**config.mk**
```make
export PLATFORM = sky130hd
export DESIGN_NAME = gb_frame_ctrl
export DESIGN_NICKNAME = d
export VERILOG_FILES = /design/src/rtl/gb_frame_ctrl.sv
export SDC_FILE = /design/constraint.sdc
export NUM_CORES = 1
export LEC_CHECK = 0
export ABC_AREA = 1
export CAP_MARGIN = 40
export CORE_MARGIN = 2
export CORE_UTILIZATION = 57
export DETAILED_ROUTE_END_ITERATION = 16
export DONT_BUFFER_PORTS = 1
export PLACE_DENSITY_LB_ADDON = 0.15
export SYNTH_ARGS = -nofsm -noshare
export SYNTH_HDL_FRONTEND = slang
export SYNTH_SLANG_ARGS = --single-unit
```
**constraint.sdc**
```tcl
create_clock -name ap_clk -period 1.6 [get_ports ap_clk]
set_input_delay 0.24 -clock ap_clk [delete_from_list [all_inputs] [get_ports ap_clk]]
set_output_delay 0.24 -clock ap_clk [all_outputs]
set_load 0.02 [all_outputs]
```
**src/rtl/gb_frame_ctrl.sv**
```systemverilog
// rtl/gb_frame_ctrl.sv - frame sequencer: DUT register setup, pixel streaming, IRQ acknowledge, idle watchdog
// Ports:
//   ap_clk, ap_rst_n        clock, synchronous active-low reset
//   start, busy, done       frame request, not-idle flag, one-cycle success pulse
//   timeout_err             sticky error flag (watchdog expiry or bad write response)
//   src_*                   pixel source stream feeding the controller
//   arg_1_*                 pixel stream into the DUT, TLAST on the final pixel
//   arg_0_*                 DUT result stream, drained and counted, data ignored
//   interrupt               DUT completion interrupt
//   m_axi_config_*          AXI-lite write master to the DUT control registers
module gb_frame_ctrl #(
    parameter int IN_PIXELS  = 16,
    parameter int OUT_PIXELS = 16,
    parameter int TIMEOUT    = 1024
) (
    input  logic        ap_clk,
    input  logic        ap_rst_n,
    input  logic        start,
    output logic        busy,
    output logic        done,
    output logic        timeout_err,
    input  logic [7:0]  src_TDATA,
    input  logic        src_TVALID,
    output logic        src_TREADY,
    output logic [7:0]  arg_1_TDATA,
    output logic        arg_1_TVALID,
    input  logic        arg_1_TREADY,
    output logic        arg_1_TLAST,
    input  logic        arg_0_TVALID,
    output logic        arg_0_TREADY,
    input  logic        interrupt,
    output logic        m_axi_config_AWVALID,
    input  logic        m_axi_config_AWREADY,
    output logic [4:0]  m_axi_config_AWADDR,
    output logic        m_axi_config_WVALID,
    input  logic        m_axi_config_WREADY,
    output logic [31:0] m_axi_config_WDATA,
    output logic [3:0]  m_axi_config_WSTRB,
    input  logic        m_axi_config_BVALID,
    output logic        m_axi_config_BREADY,
    input  logic [1:0]  m_axi_config_BRESP
);
    typedef enum logic [3:0] {
        S_IDLE, S_CFG, S_CFG_B, S_RUN, S_WAIT_IRQ, S_CLR, S_CLR_B, S_DONE, S_ERR
    } state_t;

    localparam logic [18:0] IN_LIM  = 19'(IN_PIXELS);
    localparam logic [18:0] OUT_LIM = 19'(OUT_PIXELS);
    localparam logic [16:0] TO_LIM  = 17'(TIMEOUT);

    state_t      state, next_state;
    logic [18:0] in_cnt, out_cnt;
    logic [15:0] idle_cnt;
    logic [1:0]  k;
    logic        aw_done, w_done, err_flag;

    logic wr_phase, b_phase, in_open, counting;
    logic aw_hs, w_hs, b_hs, in_hs, out_hs, activity, both_done, timeout_hit;

    assign wr_phase  = (state == S_CFG) || (state == S_CLR);
    assign b_phase   = (state == S_CFG_B) || (state == S_CLR_B);
    assign in_open   = (state == S_RUN) && (in_cnt < IN_LIM);
    assign counting  = (state != S_IDLE) && (state != S_DONE) && (state != S_ERR);
    assign aw_hs     = m_axi_config_AWVALID & m_axi_config_AWREADY;
    assign w_hs      = m_axi_config_WVALID & m_axi_config_WREADY;
    assign b_hs      = m_axi_config_BVALID & m_axi_config_BREADY;
    assign in_hs     = arg_1_TVALID & arg_1_TREADY;
    assign out_hs    = arg_0_TVALID & arg_0_TREADY;
    assign activity  = aw_hs | w_hs | b_hs | in_hs | out_hs | interrupt;
    // AW and W complete independently; the write is finished once both have been seen
    assign both_done = (aw_done | aw_hs) & (w_done | w_hs);
    // any beat in the threshold cycle wins over the watchdog
    assign timeout_hit = counting && !activity && (({1'b0, idle_cnt} + 17'd1) >= TO_LIM);

    always_ff @(posedge ap_clk) begin
        if (!ap_rst_n) begin
            state <= S_IDLE;
        end else begin
            state <= next_state;
        end
    end

    always_comb begin
        next_state = state;
        case (state)
            S_IDLE:     if (start) next_state = S_CFG;
            S_CFG:      if (both_done) next_state = S_CFG_B;
            S_CFG_B: begin
                if (b_hs) begin
                    if (m_axi_config_BRESP != 2'b00) next_state = S_ERR;
                    else if (k == 2'd2)              next_state = S_RUN;
                    else                             next_state = S_CFG;
                end
            end
            S_RUN:      if (in_cnt == IN_LIM && out_cnt == OUT_LIM) next_state = S_WAIT_IRQ;
            S_WAIT_IRQ: if (interrupt) next_state = S_CLR;
            S_CLR:      if (both_done) next_state = S_CLR_B;
            S_CLR_B: begin
                if (b_hs) next_state = (m_axi_config_BRESP != 2'b00) ? S_ERR : S_DONE;
            end
            S_DONE:     next_state = S_IDLE;
            S_ERR:      if (start) next_state = S_IDLE;
            default:    next_state = S_IDLE;
        endcase
        if (timeout_hit) next_state = S_ERR;
    end

    always_comb begin
        busy                 = (state != S_IDLE);
        done                 = (state == S_DONE);
        timeout_err          = err_flag;
        m_axi_config_AWVALID = wr_phase && !aw_done;
        m_axi_config_WVALID  = wr_phase && !w_done;
        m_axi_config_WSTRB   = 4'hF;
        m_axi_config_BREADY  = b_phase;
        m_axi_config_AWADDR  = 5'h00;
        m_axi_config_WDATA   = 32'd0;
        if (wr_phase) begin
            m_axi_config_WDATA = 32'd1;
            if (state == S_CLR) begin
                m_axi_config_AWADDR = 5'h0C;
            end else begin
                case (k)
                    2'd0:    m_axi_config_AWADDR = 5'h04;
                    2'd1:    m_axi_config_AWADDR = 5'h08;
                    default: m_axi_config_AWADDR = 5'h00;
                endcase
            end
        end
        // source passes straight through to the DUT until the frame's pixels are in
        arg_1_TVALID = in_open & src_TVALID;
        src_TREADY   = in_open & arg_1_TREADY;
        arg_1_TDATA  = in_open ? src_TDATA : 8'h00;
        arg_1_TLAST  = arg_1_TVALID && (in_cnt == IN_LIM - 19'd1);
        arg_0_TREADY = (state == S_RUN) || (state == S_WAIT_IRQ);
    end

    always_ff @(posedge ap_clk) begin
        if (!ap_rst_n) begin
            in_cnt   <= '0;
            out_cnt  <= '0;
            idle_cnt <= '0;
            k        <= '0;
            aw_done  <= 1'b0;
            w_done   <= 1'b0;
            err_flag <= 1'b0;
        end else if (state == S_IDLE && start) begin
            in_cnt   <= '0;
            out_cnt  <= '0;
            idle_cnt <= '0;
            k        <= '0;
            aw_done  <= 1'b0;
            w_done   <= 1'b0;
            err_flag <= 1'b0;
        end else begin
            if (in_hs) in_cnt <= in_cnt + 19'd1;
            if (out_hs && out_cnt < OUT_LIM) out_cnt <= out_cnt + 19'd1;
            if (state == S_CFG_B && b_hs && m_axi_config_BRESP == 2'b00 && k != 2'd2) k <= k + 2'd1;
            if (activity)      idle_cnt <= '0;
            else if (counting) idle_cnt <= idle_cnt + 16'd1;
            // handshake memory only lives while the write phase continues
            if (wr_phase && next_state == state) begin
                aw_done <= aw_done | aw_hs;
                w_done  <= w_done | w_hs;
            end else begin
                aw_done <= 1'b0;
                w_done  <= 1'b0;
            end
            if (next_state == S_ERR) err_flag <= 1'b1;
        end
    end
endmodule

```
==> metrics.md <==
| Metric | Value |
|---|---|
| Outcome | complete, but fails checks |
| Failing checks | negative setup slack |
| Final wirelength | between 10000 and 15000 µm |
| Vias per cell | around 5.4 |
| Seq/Total Area, Yosys | between 30% and 40% |
| CTS root buf | clkbuf_8 |
| Power Dens Cells | slightly below 800 nW/µm² |
| Hold-fix buffer count after cts | 0 |
| Final hold vios | 0 |
| Biggest cell delay along the critical path | 340 ps |
| Multi-input logic area | 1990 µm² |
| Clk pwr share | a little under half |
| Area growth syn-to-layout | 45.6% |
| Cells after Synth | approximately 500 |
| DIE WIDTH | approximately 81 µm |
| Avg Inst Size Synth | 6.74 µm² |
| Type of origin of the critical path | flip-flop |
| DR vias | about 3600 |
| DRC Markers | 0 |
| Sequential Area | between 1000 and 1500 µm² |
| Hold WC Path Type | input port to flip-flop |
| CTS tree | built |
| Leak | 0.00208 µW |
| Crit-path leading delay family | simple AND/OR/NAND/NOR gates |
| Worst setup path class | flip-flop to output pin |
| Worst path required time | between 1000 and 1500 ps |
| # port buffers | 0 |
| Warnings, synthesis | 0 |
| Combinational power share | between 10% and 20% |
| Post-route ant nets | 0 |
| H-tree Lvls | 3 |
| First-pass GRT wire length | between 10000 and 15000 µm |
| First-pass DRT Iterations | 7 |
| Slowest stage cell on the critical path | dfxtp_1 |
| Initial antenna violation count | 0 |
| # setup viols final | 45 |
| Commonest non-fill, non-tap cell in the layout | nor2_1 |
| # diodes | 0 |
| Slew Limit Fails | 0 |
| Sequential group share of total power | between 40% and 50% |
| Vias in the first global route | approximately 3300 |
| CTS Buffer Depth | 2 |
| Worst slew pin tran | 505 ps |
| Die Area | around 6500 µm² |
| Core Rows | 27 |
| Non-Filler Instances | just under 700 |
| Num CTS Buffers | 9 |
| GPL Wtd Cong | just under 0.9 |
| Placed insts | approximately 640 |
| WP data arrival | around 1700 ps |
| Largest net degree at the start of global routing | 36 |
| DRT iter0 DRCs | approximately 360 |
| Worst Path Max Fanout | 5 |
| Nets@finish | about 630 |
| GRT Overall Usage | between 20% and 30% |
| Wire length per cell | ~16 µm |
| Most used cell along the critical path | nor2_4 |
| Tmin final | about 2000 ps |
| Setup ws final | -361 ps |
| Yosys reg bits | 63 |
| Slew headroom | 66.0% |
| Layout cells sized above 1 | between 30 and 40% |
| Post-synth cell types | 34 |
| Post-route clock period utilization | 123% |
| Max IR drop VDD | ~0.00065 V |
| Placed wire-length estimate | 5390 µm |
| Critical path buffer and inverter count | 4 |
| Sw Pwr | between 1000 and 1500 µW |
| Core area | 5570 µm² |
| Internal power | approximately 2700 µW |
| FILL cells | 262 |
| Max Cap Violations | 0 |
| Cell Area, Synth | 3340 µm² |
| Most frequent cells in the layout | 85 x nor2_1, 76 x buf_4, 73 x inv_1 |
| RSZ-0062 raised after global routing | true |
| Global route total overflow | 0 |
| CP Capture Type | output pin |
| Switching Fraction | between 20% and 30% |
| Clk slew on worst S/H paths | around 80 ps |
| Clk sinks | between 60 and 70 |
| Die height | 80.6 µm |
| R2r setup slk | -330 ps |
| Ports | between 70 and 80 |
| Setup slack at placement | -180 ps |
| Worst Skew | approximately 14 ps |
| Worst path cell trace | nor2_1 -> nand4_1 -> buf_4 -> nor2_4 -> inv_4 -> buf_8 -> nor2_4 -> buf_6 |
| Initial core utilization | around three fifths |
| F_max | around 510 MHz |
| Clock Latency Late Sink | around 360 ps |
-- power by group through the flow --
stage,sequential [µW],combinational [µW],clock (µW)
after floorplan,1620,295,0
after global placement,1620,296,0
after detailed placement,1620,300,0
after CTS,1580,335,1760
after global routing,1580,414,1840
final,1580,389,1780
-- Yosys cell counts (all sizes together) --
master	instances	area (µm²)
a211oi	4	30.0
a21boi	1	7.51
a21o	1	7.51
a21oi	19	95.1
a22oi	1	7.51
buf	42	313
clkbuf	4	15.0
conb	2	7.51
dfxtp	63	1260
ha	8	100
inv	87	327
nand2	68	260
nand3	30	160
nand4	11	68.8
nor2	126	498
nor3	8	50.1
nor3b	1	7.51
nor4	2	12.5
o21ai	10	50.1
o311ai	1	8.76
o31ai	1	7.51
or2	1	6.26
xnor2	3	26.3
xor2	2	17.5
-- area by class of cell --
| type | count | area share [%] |
|---|---|---|
| Timing Repair Buffer | 102 | 18.8 |
| Clock buffer | 9 | 2.54 |
| Multi-Input combinational cell | 336 | 40.9 |
| Clock inverter | 7 | 2.57 |
| Sequential cell | 63 | 26.5 |
| Tap cell | 72 | 1.85 |
| Inverter | 87 | 6.86 |
-- sequential cells by signal (all words and copies together), names as in the netlist --
name         count
in_cnt          19
out_cnt         19
idle_cnt        16
state            4
k                2
aw_done          1
timeout_err      1
w_done           1
-- metrics by stage --
| step | utilization [%] | hold slack (ps) | setup TNS (ps) | total power [µW] | instance area [µm²] |
|---|---|---|---|---|---|
| floorplan | - | 383 | -73.5 | 1910 | 3530 |
| global placement | 70.3 | 392 | -1690 | 1910 | 3920 |
| detailed placement | 70.3 | 402 | -2350 | 1920 | 3920 |
| CTS | 82.3 | 20.3 | -5640 | 3680 | 4590 |
| global route | 87.4 | 39.5 | -15100 | 3830 | 4870 |
| finish | 87.4 | 35.2 | -11640 | 3750 | 4870 |
-- worst paths after layout --
kind | from | to | depth (start not counted)
min reg2reg | in_cnt[10] | in_cnt[10] | 2
max reg2reg | in_cnt[13] | state[1] | 14
max | in_cnt[13] | arg_1_TDATA[4] | 8
min | arg_1_TREADY | in_cnt[4] | 2
-- repair_timing --
item	4_1_cts	5_1_grt
cloned	2	0
endpoints found under the setup margin	47	76
pin swaps	30	21
setup buffers	14	6
hold endpoints to repair	0	0
gates resized for setup	90	65
-- worst reg2reg max path: cells and delay by family, from the launching register on --
family / cells / cell delay [ps]
simple gates: 9 / 870
flops: 1 / 340
buf+inv: 5 / 650
-- layer usage --
layer | share of wire [%] | track usage, % | vias up
met3 | 7.7 | 8.09 | 57
met2 | 50 | 51.1 | 233
met1 | 38 | 31.1 | 1691
met4 | 4.3 | 12.0 | 0
li1 | - | - | 1660
met5 | 0 | 0 | -
-- cells by family (layout without fill, tap and decap cells) --
logic type,after synthesis,count (layout),share of synthesized area (%)
simple gates,247,247,31.8
compound gates,38,38,6.40
other cells,2,38,0.225
xor+xnor,5,5,1.31
fa+ha+maj,8,8,2.99
flops,63,63,37.7
buf+inv,133,205,19.6
Power figures use the tool's default switching activity.
